File: src/rtl/mlp_adapter_pkg.sv
// Shared types and widths for the MLP stream adapter.
// Latency: n/a (declarations only).
// Backpressure: n/a. Widths are sized from the default frame and timeout sizes; grow these if a larger instance is needed.
package mlp_adapter_pkg;

  localparam int DEF_INPUT_SIZE     = 16;
  localparam int DEF_OUTPUT_SIZE    = 5;
  localparam int DEF_TIMEOUT_CYCLES = 1024;

  localparam int IDX_W  = $clog2(DEF_INPUT_SIZE);
  localparam int OIDX_W = $clog2(DEF_OUTPUT_SIZE + 1);
  localparam int TO_W   = $clog2(DEF_TIMEOUT_CYCLES);

  typedef enum logic [2:0] {
    FILL   = 3'd0,
    LAUNCH = 3'd1,
    WAIT   = 3'd2,
    DLY    = 3'd3,
    DRAIN  = 3'd4
  } state_t;

  // Counter width that stays legal for counts of 0 or 1.
  function automatic int cnt_w(input int n);
    return (n > 1) ? $clog2(n) : 1;
  endfunction

endpackage

File: src/rtl/mlp_argmax.sv
// Index of the largest signed word in a packed vector; ties go to the lowest index.
// Latency: combinational.
// Backpressure: none.
module mlp_argmax #(
  parameter int WIDTH = 16,
  parameter int N     = 5,
  parameter int IW    = (N > 1) ? $clog2(N) : 1
) (
  input  logic [N*WIDTH-1:0] data_i,
  output logic [IW-1:0]      idx_o
);

  logic signed [WIDTH-1:0] best_v;
  logic signed [WIDTH-1:0] cur_v;

  // Linear scan; strict greater-than keeps the earliest of equal maxima.
  always_comb begin
    idx_o  = '0;
    best_v = data_i[WIDTH-1:0];
    cur_v  = '0;
    for (int i = 1; i < N; i++) begin
      cur_v = data_i[i*WIDTH +: WIDTH];
      if (cur_v > best_v) begin
        best_v = cur_v;
        idx_o  = IW'(i);
      end
    end
  end

endmodule

File: src/rtl/mlp_stream_adapter.sv
// Word-serial front/back end for the MLP: fills a feature vector, launches the net, serialises its result.
// Latency: last input beat -> launch pulse +1 cycle; output_ready edge -> first m_valid +1+CAPTURE_DELAY cycles.
// Backpressure: s_ready only in FILL; DRAIN holds m_data/m_last while m_ready is low. Macro MLP_ADAPTER_ARGMAX_EN appends an argmax word.
module mlp_stream_adapter
  import mlp_adapter_pkg::*;
#(
  parameter int WIDTH          = 16,
  parameter int NFRAC          = 10,
  parameter int INPUT_SIZE     = DEF_INPUT_SIZE,
  parameter int OUTPUT_SIZE    = DEF_OUTPUT_SIZE,
  parameter int CAPTURE_DELAY  = 1,
  parameter int TIMEOUT_CYCLES = DEF_TIMEOUT_CYCLES
) (
  input  logic                        clk,
  input  logic                        reset,
  input  logic                        s_valid,
  output logic                        s_ready,
  input  logic [WIDTH-1:0]            s_data,
  input  logic                        s_last,
  output logic                        nn_input_ready,
  output logic [WIDTH*INPUT_SIZE-1:0] nn_input_data,
  input  logic                        nn_output_ready,
  input  logic [WIDTH*OUTPUT_SIZE-1:0] nn_output_data,
  output logic                        m_valid,
  input  logic                        m_ready,
  output logic [WIDTH-1:0]            m_data,
  output logic                        m_last,
  output logic                        busy,
  output logic                        err_frame,
  output logic                        err_timeout
);

`ifdef MLP_ADAPTER_ARGMAX_EN
  localparam int NWORDS = OUTPUT_SIZE + 1;
`else
  localparam int NWORDS = OUTPUT_SIZE;
`endif
  localparam int DLY_W = cnt_w(CAPTURE_DELAY);
  localparam logic [DLY_W-1:0] DLY_LAST = DLY_W'((CAPTURE_DELAY > 0) ? CAPTURE_DELAY - 1 : 0);

  state_t                               state_q, state_d;
  logic [IDX_W-1:0]                     idx_q, idx_d;
  logic [OIDX_W-1:0]                    oidx_q, oidx_d;
  logic [TO_W-1:0]                      to_q, to_d;
  logic [DLY_W-1:0]                     dly_q, dly_d;
  logic                                 prev_q;
  logic [INPUT_SIZE-1:0][WIDTH-1:0]     ibuf_q;
  logic [OUTPUT_SIZE-1:0][WIDTH-1:0]    obuf_q;
  logic                                 ibuf_we;
  logic                                 cap;

  // State, counters and buffers; ready level is sampled every cycle for edge detection.
  always_ff @(posedge clk or posedge reset) begin
    if (reset) begin
      state_q <= FILL;
      idx_q   <= '0;
      oidx_q  <= '0;
      to_q    <= '0;
      dly_q   <= '0;
      prev_q  <= 1'b0;
      ibuf_q  <= '0;
      obuf_q  <= '0;
    end else begin
      state_q <= state_d;
      idx_q   <= idx_d;
      oidx_q  <= oidx_d;
      to_q    <= to_d;
      dly_q   <= dly_d;
      prev_q  <= nn_output_ready;
      if (ibuf_we) ibuf_q[idx_q] <= s_data;
      if (cap)     obuf_q        <= nn_output_data;
    end
  end

  // Next-state and pulse decode for the fill/launch/wait/drain sequence.
  always_comb begin
    state_d     = state_q;
    idx_d       = idx_q;
    oidx_d      = oidx_q;
    to_d        = to_q;
    dly_d       = dly_q;
    ibuf_we     = 1'b0;
    cap         = 1'b0;
    err_frame   = 1'b0;
    err_timeout = 1'b0;
    case (state_q)
      FILL: begin
        if (s_valid) begin
          ibuf_we = 1'b1;
          if (idx_q == IDX_W'(INPUT_SIZE - 1)) begin
            // A full frame launches even if its framing is wrong.
            idx_d     = '0;
            state_d   = LAUNCH;
            err_frame = !s_last;
          end else if (s_last) begin
            // Short frame is dropped; stale buffer words get overwritten by the next frame.
            idx_d     = '0;
            err_frame = 1'b1;
          end else begin
            idx_d = idx_q + 1'b1;
          end
        end
      end
      LAUNCH: begin
        to_d    = '0;
        state_d = WAIT;
      end
      WAIT: begin
        // Only a fresh rising edge counts; a level left high from before is ignored.
        if (nn_output_ready && !prev_q) begin
          if (CAPTURE_DELAY == 0) begin
            cap     = 1'b1;
            oidx_d  = '0;
            state_d = DRAIN;
          end else begin
            dly_d   = '0;
            state_d = DLY;
          end
        end else if (to_q == TO_W'(TIMEOUT_CYCLES - 1)) begin
          err_timeout = 1'b1;
          state_d     = FILL;
        end else begin
          to_d = to_q + 1'b1;
        end
      end
      DLY: begin
        if (dly_q == DLY_LAST) begin
          cap     = 1'b1;
          oidx_d  = '0;
          state_d = DRAIN;
        end else begin
          dly_d = dly_q + 1'b1;
        end
      end
      DRAIN: begin
        if (m_ready) begin
          if (oidx_q == OIDX_W'(NWORDS - 1)) begin
            oidx_d  = '0;
            state_d = FILL;
          end else begin
            oidx_d = oidx_q + 1'b1;
          end
        end
      end
      default: state_d = FILL;
    endcase
  end

`ifdef MLP_ADAPTER_ARGMAX_EN
  logic [OIDX_W-1:0] amax_w;
  logic [OIDX_W-1:0] amax_q;

  mlp_argmax #(
    .WIDTH (WIDTH),
    .N     (OUTPUT_SIZE),
    .IW    (OIDX_W)
  ) u_argmax (
    .data_i (nn_output_data),
    .idx_o  (amax_w)
  );

  // Argmax is registered alongside the result capture.
  always_ff @(posedge clk or posedge reset) begin
    if (reset) amax_q <= '0;
    else if (cap) amax_q <= amax_w;
  end
`endif

  // Outbound word select; all sources are registers so the word is stable under stall.
  always_comb begin
    m_data = '0;
    for (int i = 0; i < OUTPUT_SIZE; i++) begin
      if (oidx_q == OIDX_W'(i)) m_data = obuf_q[i];
    end
`ifdef MLP_ADAPTER_ARGMAX_EN
    if (oidx_q == OIDX_W'(OUTPUT_SIZE)) m_data = WIDTH'(amax_q);
`endif
  end

  assign s_ready        = (state_q == FILL);
  assign busy           = (state_q != FILL);
  assign nn_input_ready = (state_q == LAUNCH);
  assign nn_input_data  = ibuf_q;
  assign m_valid        = (state_q == DRAIN);
  assign m_last         = (state_q == DRAIN) && (oidx_q == OIDX_W'(NWORDS - 1));

endmodule

File: config.mk
export PLATFORM = sky130hd
export DESIGN_NAME = mlp_stream_adapter
export DESIGN_NICKNAME = d
export VERILOG_FILES = /design/src/rtl/mlp_adapter_pkg.sv /design/src/rtl/mlp_argmax.sv /design/src/rtl/mlp_stream_adapter.sv
export SDC_FILE = /design/constraint.sdc
export NUM_CORES = 1
export LEC_CHECK = 0
export CORE_MARGIN = 2
export CORE_UTILIZATION = 55
export CTS_CLUSTER_DIAMETER = 60
export DETAILED_ROUTE_END_ITERATION = 7
export DONT_BUFFER_PORTS = 1
export PLACE_DENSITY = 0.73
export SLEW_MARGIN = 10
export SYNTH_ARGS = -nofsm -noshare
export SYNTH_HDL_FRONTEND = slang
export SYNTH_SLANG_ARGS = --single-unit
File: constraint.sdc
create_clock -name clk -period 12.5 [get_ports clk]
set_clock_uncertainty 0.1 [all_clocks]
set_input_delay 2.5 -clock clk [delete_from_list [all_inputs] [get_ports clk]]
set_output_delay 2.5 -clock clk [all_outputs]
set_load 0.01 [all_outputs]
Word level (Yosys, flattened, before mapping) --
Index checks and enable logic that the tools add are counted.
Storage, ports and cells: register bits after elaboration 358, latch bits 0, bits in writable memories 0, bits in read-only memories 0, input bits 102, output and inout bits 279, memories 0
Cells by class: add/sub/neg operators 4, multipliers 0, div/mod/pow operators 0, $lt $le $gt $ge 2, eq/ne operators 19, shift operators 0, mux-type cells 39, bitwise operators 0, reductions and logical operators 16
Operator list (count):
- 256-bit bitwise mux | 1
- 16-bit two-way mux | 6
- 16-bit demux with 4-bit select | 1
- 3-bit two-way mux | 10
- 10-bit two-way mux | 2
- 10-bit one-hot mux with 2 select lines | 1
- 3-bit one-hot mux with 5 select lines | 1
- 1-bit two-way mux | 13
- 3-bit by 2-bit equality test with 1-bit output, second input constant | 4
- 10-bit by 1-bit adder with 10-bit output, second input constant | 1
- 10-bit equality test, second input constant | 1
- 2-bit != test, second input constant | 5
- 4-bit two-way mux | 2
- 3-bit by 1-bit equality test with 1-bit output, second input constant | 2
- 3-bit equality test, second input constant | 2
- 3-bit logical NOT | 2
- 2-bit by 1-bit != test with 1-bit output, second input constant | 3
- 3-bit one-hot mux with 2 select lines | 1
- 3-bit AND reduction | 2
- 6-bit AND reduction | 1
- 2-bit nonzero test | 3
- 4-bit by 5-bit less-than comparator with 1-bit output, second input constant | 1
- 4-bit by 1-bit adder with 4-bit output, second input constant | 1
- 4-bit equality test, second input constant | 1
- other kinds (9) | 13

Depth between registers and ports, before layout --
depth after elaboration 6, depth in mapped cells 8, mapped depth without buffers 6

Worst setup path after synthesis --
Ideal clock, no wire load.
kind in2out, from in s_valid, to out err_frame, data arrival time 3418 ps, setup slack 6482 ps, cell stages on the path 4, buffers on the path 2, cells stage by stage or4b_1 buf_2 buf_2 nor2_1
Between the ends: word-level cells in the longest chain between the ends 2
Ends and longest elaborated chain:
- from (decl) | line mlp_stream_adapter.sv:16 | input logic s_valid,
- 1-bit two-way mux | line mlp_stream_adapter.sv:88 | if (s_valid) begin
- 1-bit two-way mux | line mlp_stream_adapter.sv:86 | case (state_q)
- to (decl) | line mlp_stream_adapter.sv:29 | output logic err_frame,
Every way passes these cells.

Worst setup path in the final report --
Same ends and word-level chain as after synthesis.

==> reports/metrics.cfg <==
[grt]
grt_pass1_wl_um = 53800
antenna_found_initial = 2
grt.total_usage_pct = 24.9
grt_max_degree = 168
grt_pass1_vias = 8700
grt_overflow = 0

[clocking]
ctsLongestPathBuffers = 3
htree_levels = 2
cts_buffers = 39
clk_pin_slew_ns = 0.05
postCtsSetupRepairBufs = 0
clock_latency_ns = 0.51
ctsResizeCount = 0
cts_root_buffer = clkbuf_16
ctsHoldBuffers = 0
cts_tree = yes
cts_sinks = 357

[synth]
synth-seq-area-share_pct = 61.1
syn_inst = 1028
syn-cell-area_mm2 = 0.0146
yosysWarnings = 0
synth_edf_count = 0
synthArstFlopShare_pct = 100
syn-num-nets = 1140
ys_ff_latch = 357
postSynthAreaPerCell_um2 = 14.2
synth_ff_type = dfrtp_1
synth.distinct_cells = 46

[power]
p_sw_mw = 1.02
leakagePower_nw = 7.60
combPwrFrac_pct = 16.3
p_int_mw = 2.34
p_sw_share_pct = 30.4
clkPwrFrac_pct = 34.9
ir_worst_vdd_mv = 0.159
p_total_mw = 3.37
seqPwrFrac_pct = 48.8
p_per_area_mw_per_mm2 = 209

[detailed_routing]
drt-pass1-iter-count = 4
wl_per_cell_um = 25.7
viasPerCell = 6.00
ant_nets = 0
vias = 8221
drtIter0Drc = 597
totalWireLength_um = 35200
route.detailed.drc = 0

[floorplanning]
die_h_um = 167
start_util_pct = 56.1
die_x_um = 167
rows = 59
die_area_mm2 = 0.0279
core_mm2 = 0.0261
io_pins = 381

[run_status]
status = finished, final reports clean

[sta]
worst_pin_slew_ns = 1.13
finalSetupViolations = 0
finalSetupTns_ns = 0
period_needed_ns = 6.13
fmax_ghz = 0.163
finalMaxSlewViolations = 0
finalHoldViolations = 0
fin_crit_sh_pct = 49.1
rsz0062_at_grt = no
slew_headroom_pct = 24.8

[setup_path]
startpoint_type = input port
critPathBufInv = 0
slowest_stage = or4b_1
crit_chain = or4b_1, nor2_1
crit_path_end_kind = primary output
worst_ep_arrival_time_ns = 3.53
worst-setup-path-type = input port to primary output
cp_top_family = simple AND/OR/NAND/NOR gates
worstPathRequired_ns = 9.90
critical_path.max_stage_delay_ns = 0.72
worst-path-max-fanout = 14

[final_layout]
final_nets = 1120
fillers = 1968
syn_to_final_growth_pct = 10.1
drive_gt1_share_pct = 40.2

[run]
maxCapViolations = 0

[min_path]
hp-class = register to register

[placed_design]
gp_congestion = 0.832
io_buffers = 0
hpwl_um = 24000

==> final timing paths <==
check / start / to / slack (ns) / cells after the start
worst max-delay path: s_valid / err_frame / 6.37 / 2
worst min-delay path: obuf_q[42] / obuf_q[42] / 0.39 / 1
worst max register to register: state_q[2] / nn_input_data[19] / 9.35 / 4
worst min register to register: obuf_q[42] / obuf_q[42] / 0.39 / 1
max in group asynchronous: reset / nn_input_data[157] / 8.91 / 2
min in group asynchronous: reset / nn_input_data[138] / 1.92 / 1
==> synthesized netlist by cell type (2+ instances only) <==
master | instances | share of area [%]
nor3b_1 | 2 | 0.10
a31oi_1 | 8 | 0.34
and3_1 | 6 | 0.26
nor2b_1 | 5 | 0.21
o41ai_1 | 2 | 0.12
a22o_1 | 2 | 0.12
o21ai_0 | 22 | 0.75
clkbuf_1 | 41 | 1.1
a22oi_1 | 15 | 0.77
or3_1 | 2 | 0.086
dfrtp_1 | 357 | 61
inv_1 | 10 | 0.26
o211ai_1 | 18 | 0.92
buf_6 | 8 | 0.62
ha_1 | 10 | 0.86
nor3_1 | 2 | 0.068
nor2_1 | 10 | 0.26
mux2_4 | 3 | 0.31
nand2_2 | 4 | 0.17
buf_2 | 9 | 0.31
nand2b_1 | 21 | 0.90
mux2_2 | 333 | 26
mux2i_1 | 2 | 0.14
buf_4 | 6 | 0.31
nor2_2 | 2 | 0.086
a21oi_1 | 4 | 0.14
nand3_1 | 24 | 0.82
buf_1 | 4 | 0.10
a21o_1 | 2 | 0.10
nand4_1 | 2 | 0.086
nand2_1 | 71 | 1.8
and2_1 | 7 | 0.30
==> layout make-up <==
type	instances	area [um^2]	share of cell area, %
sequential	357	8930	55.5
clock inverter	11	155	0.963
inverter	10	41.3	0.256
multi-input combinational	593	5300	32.9
antenna	1	2.50	0.0155
clock buffer	57	1180	7.36
timing repair buffer	7	65.1	0.404
tap	335	419	2.60
==> kinds of logic (layout without fill, tap and decap cells) <==
kind of cell    after synthesis  count (layout)  share of synthesized area [%]
xor+xnor                      1               1                         0.0599
simple gates                165             165                           5.66
fa+ha+maj                    10              10                          0.856
compound gates               79              79                           3.61
flops                       357             357                           61.1
buf+inv                      78              85                           2.64
other cells                   0               1                              0
mux                         338             338                           26.1
==> power groups by stage <==
stage / clock [mW] / sequential, mW / combinational (mW)
after floorplan: 0 / 1.57 / 0.469
after global placement: 0 / 1.66 / 0.535
after detailed placement: 0 / 1.66 / 0.556
after CTS: 1.20 / 1.65 / 0.556
after global routing: 1.24 / 1.67 / 0.604
final: 1.18 / 1.64 / 0.549
==> metrics by stage <==
stage          std cells  util (%)  hold slack (ns)  cell area, um^2  setup WS (ns)
4_1_cts             1370      61.8            0.397            16100           6.37
5_1_grt             1370      61.8            0.403            16100           6.34
2_1_floorplan       1028         -            0.370            14600           5.12
3_3_place_gp        1302      56.7            0.378            14800           6.38
3_5_place_dp        1302      56.7            0.384            14800           6.37
6_report            1371      61.8            0.394            16100           6.37
==> sequential cells by signal, summed over array words and instances (netlist names) <==
register / flops
prev_q: 1
obuf_q: 80
oidx_q: 3
idx_q: 4
to_q: 10
state_q: 3
nn_input_data: 256
==> worst reg2reg max path: cells and delay by family (launching register included) <==
family,cells,cell delay [ns]
DFF,1,0.44
muxes,1,0.44
and+or+nand+nor,3,2.07
==> layer usage <==
metal,share of wire (%),track usage [%]
met5,0,0
met4,2.7,7.50
met3,9.5,9.22
met2,48,41.3
met1,39,30.7
==> placed cells by master (no fill, tap or decap), drive strengths merged, types with 3 or more instances in the layout <==
cell / count
a21oi: 4
a22oi: 15
a31oi: 8
and2: 7
and3: 6
buf: 7
bufinv: 3
clkbuf: 57
clkinv: 6
dfrtp: 357
ha: 10
inv: 10
mux2: 336
nand2: 75
nand2b: 21
nand3: 24
nor2: 12
nor2b: 5
nor3b: 4
o211ai: 18
o21ai: 22
Note: power is estimated with default switching activity, not from simulation.
